<file path="config.mk">
export PLATFORM = sky130hd
export DESIGN_NAME = fetch_sequencer
export DESIGN_NICKNAME = d
export VERILOG_FILES = /design/src/rtl/fetch_pkg.sv /design/src/rtl/fetch_buf_1e.sv /design/src/rtl/fetch_sequencer.sv
export SDC_FILE = /design/constraint.sdc
export NUM_CORES = 1
export LEC_CHECK = 0
export CORE_ASPECT_RATIO = 0.6
export CORE_UTILIZATION = 45
export DETAILED_ROUTE_END_ITERATION = 10
export PLACE_DENSITY = 0.93
export SYNTH_ARGS = -nofsm -noshare
export SYNTH_HDL_FRONTEND = slang
export SYNTH_SLANG_ARGS = --single-unit
</file>
<file path="constraint.sdc">
create_clock -name clk -period 4.9 [get_ports clk]
set_clock_uncertainty 0.2 [all_clocks]
set_input_delay 1.47 -clock clk [delete_from_list [all_inputs] [get_ports clk]]
set_output_delay 1.47 -clock clk [all_outputs]
set_load 0.05 [all_outputs]
</file>
<file path="src/rtl/fetch_pkg.sv">
// fetch_pkg: shared fetch-stage FSM states and constants
package fetch_pkg;
  typedef enum logic [1:0] {BOOT, REQ, WAIT, FLUSH} fetch_state_e;
  localparam logic [31:0] NOP_INSTR   = 32'h0000_0013;
  localparam logic [31:0] INSTR_BYTES = 32'd4;
endpackage

</file>
<file path="src/rtl/fetch_buf_1e.sv">
// fetch_buf_1e: one-entry instr/pc buffer toward decode (in: clk, rst_n, flush_i, load_i, consume_i, instr_i, pc_i; out: valid_o, instr_o = NOP when empty, pc_o)
module fetch_buf_1e
  import fetch_pkg::*;
(
  input  logic        clk,
  input  logic        rst_n,
  input  logic        flush_i,
  input  logic        load_i,
  input  logic        consume_i,
  input  logic [31:0] instr_i,
  input  logic [31:0] pc_i,
  output logic        valid_o,
  output logic [31:0] instr_o,
  output logic [31:0] pc_o
);
  logic        valid_q, valid_d;
  logic [31:0] instr_q, instr_d, pc_q, pc_d;
  always_comb begin
    valid_d = flush_i ? 1'b0 : load_i ? 1'b1 : consume_i ? 1'b0 : valid_q;
    instr_d = load_i && !flush_i ? instr_i : instr_q;
    pc_d    = load_i && !flush_i ? pc_i : pc_q;
    valid_o = valid_q;
    instr_o = valid_q ? instr_q : NOP_INSTR;
    pc_o    = pc_q;
  end
  always_ff @(posedge clk or negedge rst_n) begin
    if (!rst_n) begin
      valid_q <= 1'b0;
      instr_q <= '0;
      pc_q    <= '0;
    end else begin
      valid_q <= valid_d;
      instr_q <= instr_d;
      pc_q    <= pc_d;
    end
  end
endmodule

</file>
<file path="src/rtl/fetch_sequencer.sv">
// fetch_sequencer: IF-stage PC/fetch sequencer (PC reg: pc_cur_i/pc_next_o/pc_stall_o; imem: req/addr/gnt/rvalid/rdata; decode: if_valid/instr/pc/ready; control: redirect_i/redirect_pc_i/trap_i)
module fetch_sequencer
  import fetch_pkg::*;
#(
  parameter logic [31:0] RESET_VECTOR = 32'h0000_0000,
  parameter logic [31:0] TRAP_VECTOR  = 32'h0000_0010
) (
  input  logic        clk,
  input  logic        rst_n,
  input  logic [31:0] pc_cur_i,
  output logic [31:0] pc_next_o,
  output logic        pc_stall_o,
  output logic        imem_req_o,
  output logic [31:0] imem_addr_o,
  input  logic        imem_gnt_i,
  input  logic        imem_rvalid_i,
  input  logic [31:0] imem_rdata_i,
  output logic        if_valid_o,
  output logic [31:0] if_instr_o,
  output logic [31:0] if_pc_o,
  input  logic        if_ready_i,
  input  logic        redirect_i,
  input  logic [31:0] redirect_pc_i,
  input  logic        trap_i
);
  fetch_state_e state_q, state_d;
  logic [31:0]  req_pc_q, req_pc_d;
  logic         ctl, grant, load, consume;
  assign imem_addr_o = pc_cur_i;
  always_comb begin
    ctl        = (trap_i || redirect_i) && state_q != BOOT;
    consume    = if_valid_o && if_ready_i;
    imem_req_o = state_q == REQ && !ctl && (!if_valid_o || if_ready_i);
    grant      = imem_req_o && imem_gnt_i;
    load       = state_q == WAIT && imem_rvalid_i && !ctl;
    pc_stall_o = !(ctl || grant);
    pc_next_o  = state_q == BOOT ? RESET_VECTOR :
                 trap_i ? TRAP_VECTOR :
                 redirect_i ? {redirect_pc_i[31:2], 2'b00} : pc_cur_i + INSTR_BYTES;
    req_pc_d   = grant ? pc_cur_i : req_pc_q;
    state_d    = state_q;
    case (state_q)
      BOOT:    state_d = REQ;
      REQ:     state_d = grant ? WAIT : REQ;
      WAIT:    state_d = imem_rvalid_i ? REQ : ctl ? FLUSH : WAIT;
      FLUSH:   state_d = imem_rvalid_i ? REQ : FLUSH;
      default: state_d = BOOT;
    endcase
  end
  always_ff @(posedge clk or negedge rst_n) begin
    if (!rst_n) begin
      state_q  <= BOOT;
      req_pc_q <= '0;
    end else begin
      state_q  <= state_d;
      req_pc_q <= req_pc_d;
    end
  end
  fetch_buf_1e u_buf (
    .clk      (clk),
    .rst_n    (rst_n),
    .flush_i  (ctl),
    .load_i   (load),
    .consume_i(consume),
    .instr_i  (imem_rdata_i),
    .pc_i     (req_pc_q),
    .valid_o  (if_valid_o),
    .instr_o  (if_instr_o),
    .pc_o     (if_pc_o)
  );
endmodule
</file>
Yosys cells after proc, flatten, opt, wreduce, memory -nomap -nowiden
Index checks and enable logic that the tools add are counted.

cells by class
  add/subtract/negate cells = 1
  equality and inequality tests = 3
  muxes and demuxes = 12
  reductions and logical operators = 17

operators by type and width
  operator                 count
  $mux W32                 4
  $add A32 B3 Y32 const B  1
  $logic_and A1 B1 Y1      8
  $pmux W2 S4              1
  $mux W2                  3
  $eq A2 B2 Y1 const B     2
  $mux W1                  4
  $logic_not A1 Y1         3
  $logic_or A1 B1 Y1       3
  $reduce_bool A3 Y1       1
  $eq A2 B1 Y1 const B     1
  $logic_not A2 Y1         1
  $reduce_bool A2 Y1       1

storage, ports and cells
  flip-flop bits (word level) = 99
  input port bits = 103
  output and inout bits = 131
  logic and storage cells = 38

Depth between registers and ports, before layout
  depth after elaboration = 8
  mapped depth = 6
  depth with buffers taken out = 6

Modules after synthesis
A second synthesis with hierarchy kept.

second synthesis, totals
  cell total of the unflattened synthesis = 460
  area, all modules = 5,480.3 µm²

by module, submodules not included
  module           times used  cells each  area each (µm²)  seq. area each (µm²)
  fetch_buf_1e     1           175         2,952.8          1,626.6
  fetch_sequencer  1           285         2,527.4          850.8

Worst setup path before layout
Ideal clock, no wire load.

  kind = input -> output
  start point = input port pc_cur_i[10]
  end point = output port pc_next_o[30]
  arrival = 3,514 ps
  setup slack = -284 ps
  stages = 5
  cell sequence = nand4_2 > nor4_4 > nand3_1 > xor2_1 > a211oi_1

on the way
  cells in the longest elaborated chain, start to end = 4

ends and longest elaborated chain
  item                RTL line               text
  start: declaration  fetch_sequencer.sv:10  input logic [31:0] pc_cur_i,
  $add A32 B3 Y32     fetch_sequencer.sv:39  redirect_i ? {redirect_pc_i[31:2], 2'b00} : pc_cur_i + INSTR_BYTES;
  $mux W32            fetch_sequencer.sv:39
  $mux W32            fetch_sequencer.sv:38  trap_i ? TRAP_VECTOR :
  $mux W32            fetch_sequencer.sv:37  pc_next_o = state_q == BOOT ? RESET_VECTOR :
  end: declaration    fetch_sequencer.sv:11  output logic [31:0] pc_next_o,

No other way between the ends.

Final worst setup path
  start point = input port pc_cur_i[21]
  end point = output port pc_next_o[30]

The elaborated chain is that of the path after synthesis.

==> results.py <==
metrics = {
    "power_and_ir_drop": {
        "switching_share_pct": 30.6,
        "pwr-share-clk_pct": 30.4,
        "pwr-share-comb_pct": 28.3,
        "power_frac_seq_pct": 41.3,
        "leakage_uw": 0.00371,
        "power_uw": 2350,
        "internal_power_uw": 1630,
        "irDropWorstVdd_v": 0.000244,
        "p_per_area_mw_per_mm2": 282,
        "switching_power_uw": 718,
    },
    "cts": {
        "cts_max_path_buffers": 2,
        "hold_buffers": 0,
        "htreeDepth": 3,
        "clk_latency_ps": 340,
        "path_clk_slew_ps": 70,
        "clkSinkCount": 99,
        "numCtsBuffers": 9,
        "cts_tree": "yes",
        "root_buffer": "clkbuf_16",
    },
    "synth": {
        "seq_area_frac_synth_pct": 48.3,
        "syn_area_mm2": 0.00513,
        "netlist-cell-type-count": 34,
        "synth_area_leaders": "dfrtp_1 48%, mux2_2 17%, buf_4 4.7%, mux2_1 4.0%, and2_1 3.8%",
        "avgSynthCellArea_um2": 11.5,
        "netlist_instances": 447,
        "synthArstFlopShare_pct": 100,
        "synth_seq_cells": 99,
        "synth-edff-count": 0,
        "synth_nets": 551,
        "yosysTopAreaCellShare_pct": 48.3,
        "yosys.area.top_type": "dfrtp_1",
        "synthTopCellsByCount": "99 x dfrtp_1, 78 x mux2_2, 32 x buf_4",
        "synth_ff_type": "dfrtp_1",
        "synth.most_common_cell": "dfrtp_1",
        "ys_warn_count": 0,
    },
    "cells_and_area": {
        "nets": 790,
        "fill_cells": 666,
        "stdcell_area_mm2": 0.00833,
        "layout-drive-gt1-share_pct": 34.2,
        "areaGrowthSynthToFinish_pct": 62.4,
        "insertedDiodeCount": 0,
    },
    "setup_path": {
        "worst-path-max-fanout": 4,
        "path_class": "in2out",
        "regToRegSetupSlack_ps": 2240,
        "cp_num_buf_inv": 2,
        "r2r_cells": 5,
        "max_stage_delay_ps": 520,
        "timing.rr.end": "req_pc_q[13]",
        "path_delay_family": "buffers and inverters",
        "worst_setup_path_end_kind": "output port",
        "path_cells": "clkdlybuf4s50_1 > nand4_1 > nor3_2 > nand3_1 > xor2_1 > a211oi_2 > buf_12",
        "required_ps": 3230,
        "crit_slowest_cell": "clkdlybuf4s50_1",
        "worstPathArrival_ps": 3190,
        "reg2reg_from": "u_buf.valid_o",
        "cp-start-kind": "input port",
    },
    "global_routing": {
        "grt_max_degree": 78,
        "antenna_found_initial": 0,
        "grt_pass1_wl_um": 24600,
        "grt_pass1_vias": 4623,
        "grt-ovfl-total": 0,
        "track_usage_pct": 26.9,
    },
    "route": {
        "wl_per_cell_um": 18.6,
        "drc_errors": 0,
        "drtPass1Iterations": 4,
        "avgViaCountPerCell": 5.25,
        "routed_wl_um": 15400,
        "vias": 4358,
        "detail-route-antenna-nets": 0,
        "drt_iter0_drc": 111,
    },
    "worst_hold_path": {
        "worst_hold_path.endpoint": "u_buf.instr_q[8]",
        "hold_depth": 1,
        "min_from": "u_buf.instr_q[8]",
        "holdCritPathClass": "reg2reg",
    },
    "floorplanning": {
        "core_mm2": 0.0108,
        "dieArea_mm2": 0.0118,
        "fp.dieW_um": 140,
        "row_count": 29,
        "die_h_um": 84.7,
        "initial_core_util_pct": 47.4,
        "num_io_pins": 234,
    },
    "place": {
        "dp_hpwl_um": 11500,
        "portBuffers": 231,
        "placed_area_mm2": 0.00793,
        "gp_congestion": 0.821,
    },
    "timing": {
        "drv_slew": 0,
        "slew_headroom_pct": 34.6,
        "hold_viol": 0,
        "layout_min_cycle_time_ps": 4860,
        "worst_pin_slew_ps": 981,
        "max_freq_mhz": 206,
        "rsz0062_at_grt": "true",
        "setup_viol": 0,
        "period_share_pct": 99.1,
    },
    "outcome": {
        "status": "complete, no violations",
    },
    "run": {
        "cap_violations": 0,
    },
}
==> flip-flops by register name, indices dropped and copies added, names as in the netlist <==
name	count
u_buf.instr_q	32
u_buf.pc_o	32
state_q	2
req_pc_q	32
u_buf.valid_o	1
==> cells in the final DEF (no fill, tap or decap), drive strengths merged, types with 4 or more instances in the layout <==
cell type	count
xnor2	7
nand2b	5
nand4	12
and2	31
and3	8
clkdlybuf4s50	156
dfrtp	99
mux2	96
a211oi	4
nand3	13
dlygate4sd2	5
buf	114
a21oi	23
inv	4
o21ai	20
nand2	14
xor2	20
nor2	21
clkbuf	14
==> power by group through the flow <==
stage                     registers (uW)  logic, uW  clock network [uW]
final                                971        664                 713
after global routing                 981        698                 770
after CTS                            969        666                 738
after detailed placement             985        661                   0
after global placement               974        645                   0
after floorplan                     1030        292                   0
==> how the worst max path moves through the flow <==
stage                 start            end  slack [ps]  cells past startpoint
2_1_floorplan   pc_cur_i[3]  pc_next_o[29]           3                      6
3_3_place_gp   pc_cur_i[10]  pc_next_o[22]        -180                      9
3_5_place_dp   pc_cur_i[10]  pc_next_o[30]        -190                      8
4_1_cts        pc_cur_i[21]  pc_next_o[30]           8                      7
5_1_grt        pc_cur_i[21]  pc_next_o[30]         -80                      7
6_report       pc_cur_i[21]  pc_next_o[30]          40                      7
==> kinds of logic after synthesis <==
group / synth area share [%]
compound gates: 5.52
fa+ha+maj: 0.244
mux: 21.7
buf+inv: 6.98
simple gates: 12.6
xor+xnor: 4.61
flops: 48.3
==> what timing repair did <==
| item | CTS | global route |
|---|---|---|
| resized for setup | 31 | 19 |
| buffers inserted | 2 | 1 |
| cloned | 1 | 0 |
| pin swaps | 9 | 7 |
| endpoints found under the setup margin | 23 | 17 |
==> area by class of cell <==
class	count	area, um^2	share of cell area, %
Clock buffer	10	229	2.75
Clock inverter	6	72.6	0.872
Inverter	2	7.51	0.0902
Multi-Input combinational cell	290	2380	28.6
Sequential cell	99	2480	29.8
Tap cell	139	174	2.09
Timing Repair Buffer	284	2980	35.8
==> stage by stage <==
stage / setup WS, ps / utilization [%] / std cells / TNS (ps) / hold WS [ps]
2_1_floorplan: 2.69 / - / 447 / 0 / 248
3_3_place_gp: -182 / 73.3 / 810 / -1910 / 259
3_5_place_dp: -185 / 73.3 / 810 / -2500 / 270
4_1_cts: 7.73 / 76.9 / 829 / 0 / 286
5_1_grt: -79.6 / 77.0 / 830 / -80.8 / 298
6_report: 43.8 / 77.0 / 830 / 0 / 280
==> layer usage <==
layer  global-route usage [%]  vias to the layer above  part of all wire (%)
met4                     7.79                        0                   1.1
met2                     46.1                      172                    49
met1                     32.6                     2164                    42
li1                         -                     2009                     -
met5                        0                        -                     0
met3                     8.67                       13                   7.9
No activity file was read; power rests on OpenSTA's default activity.
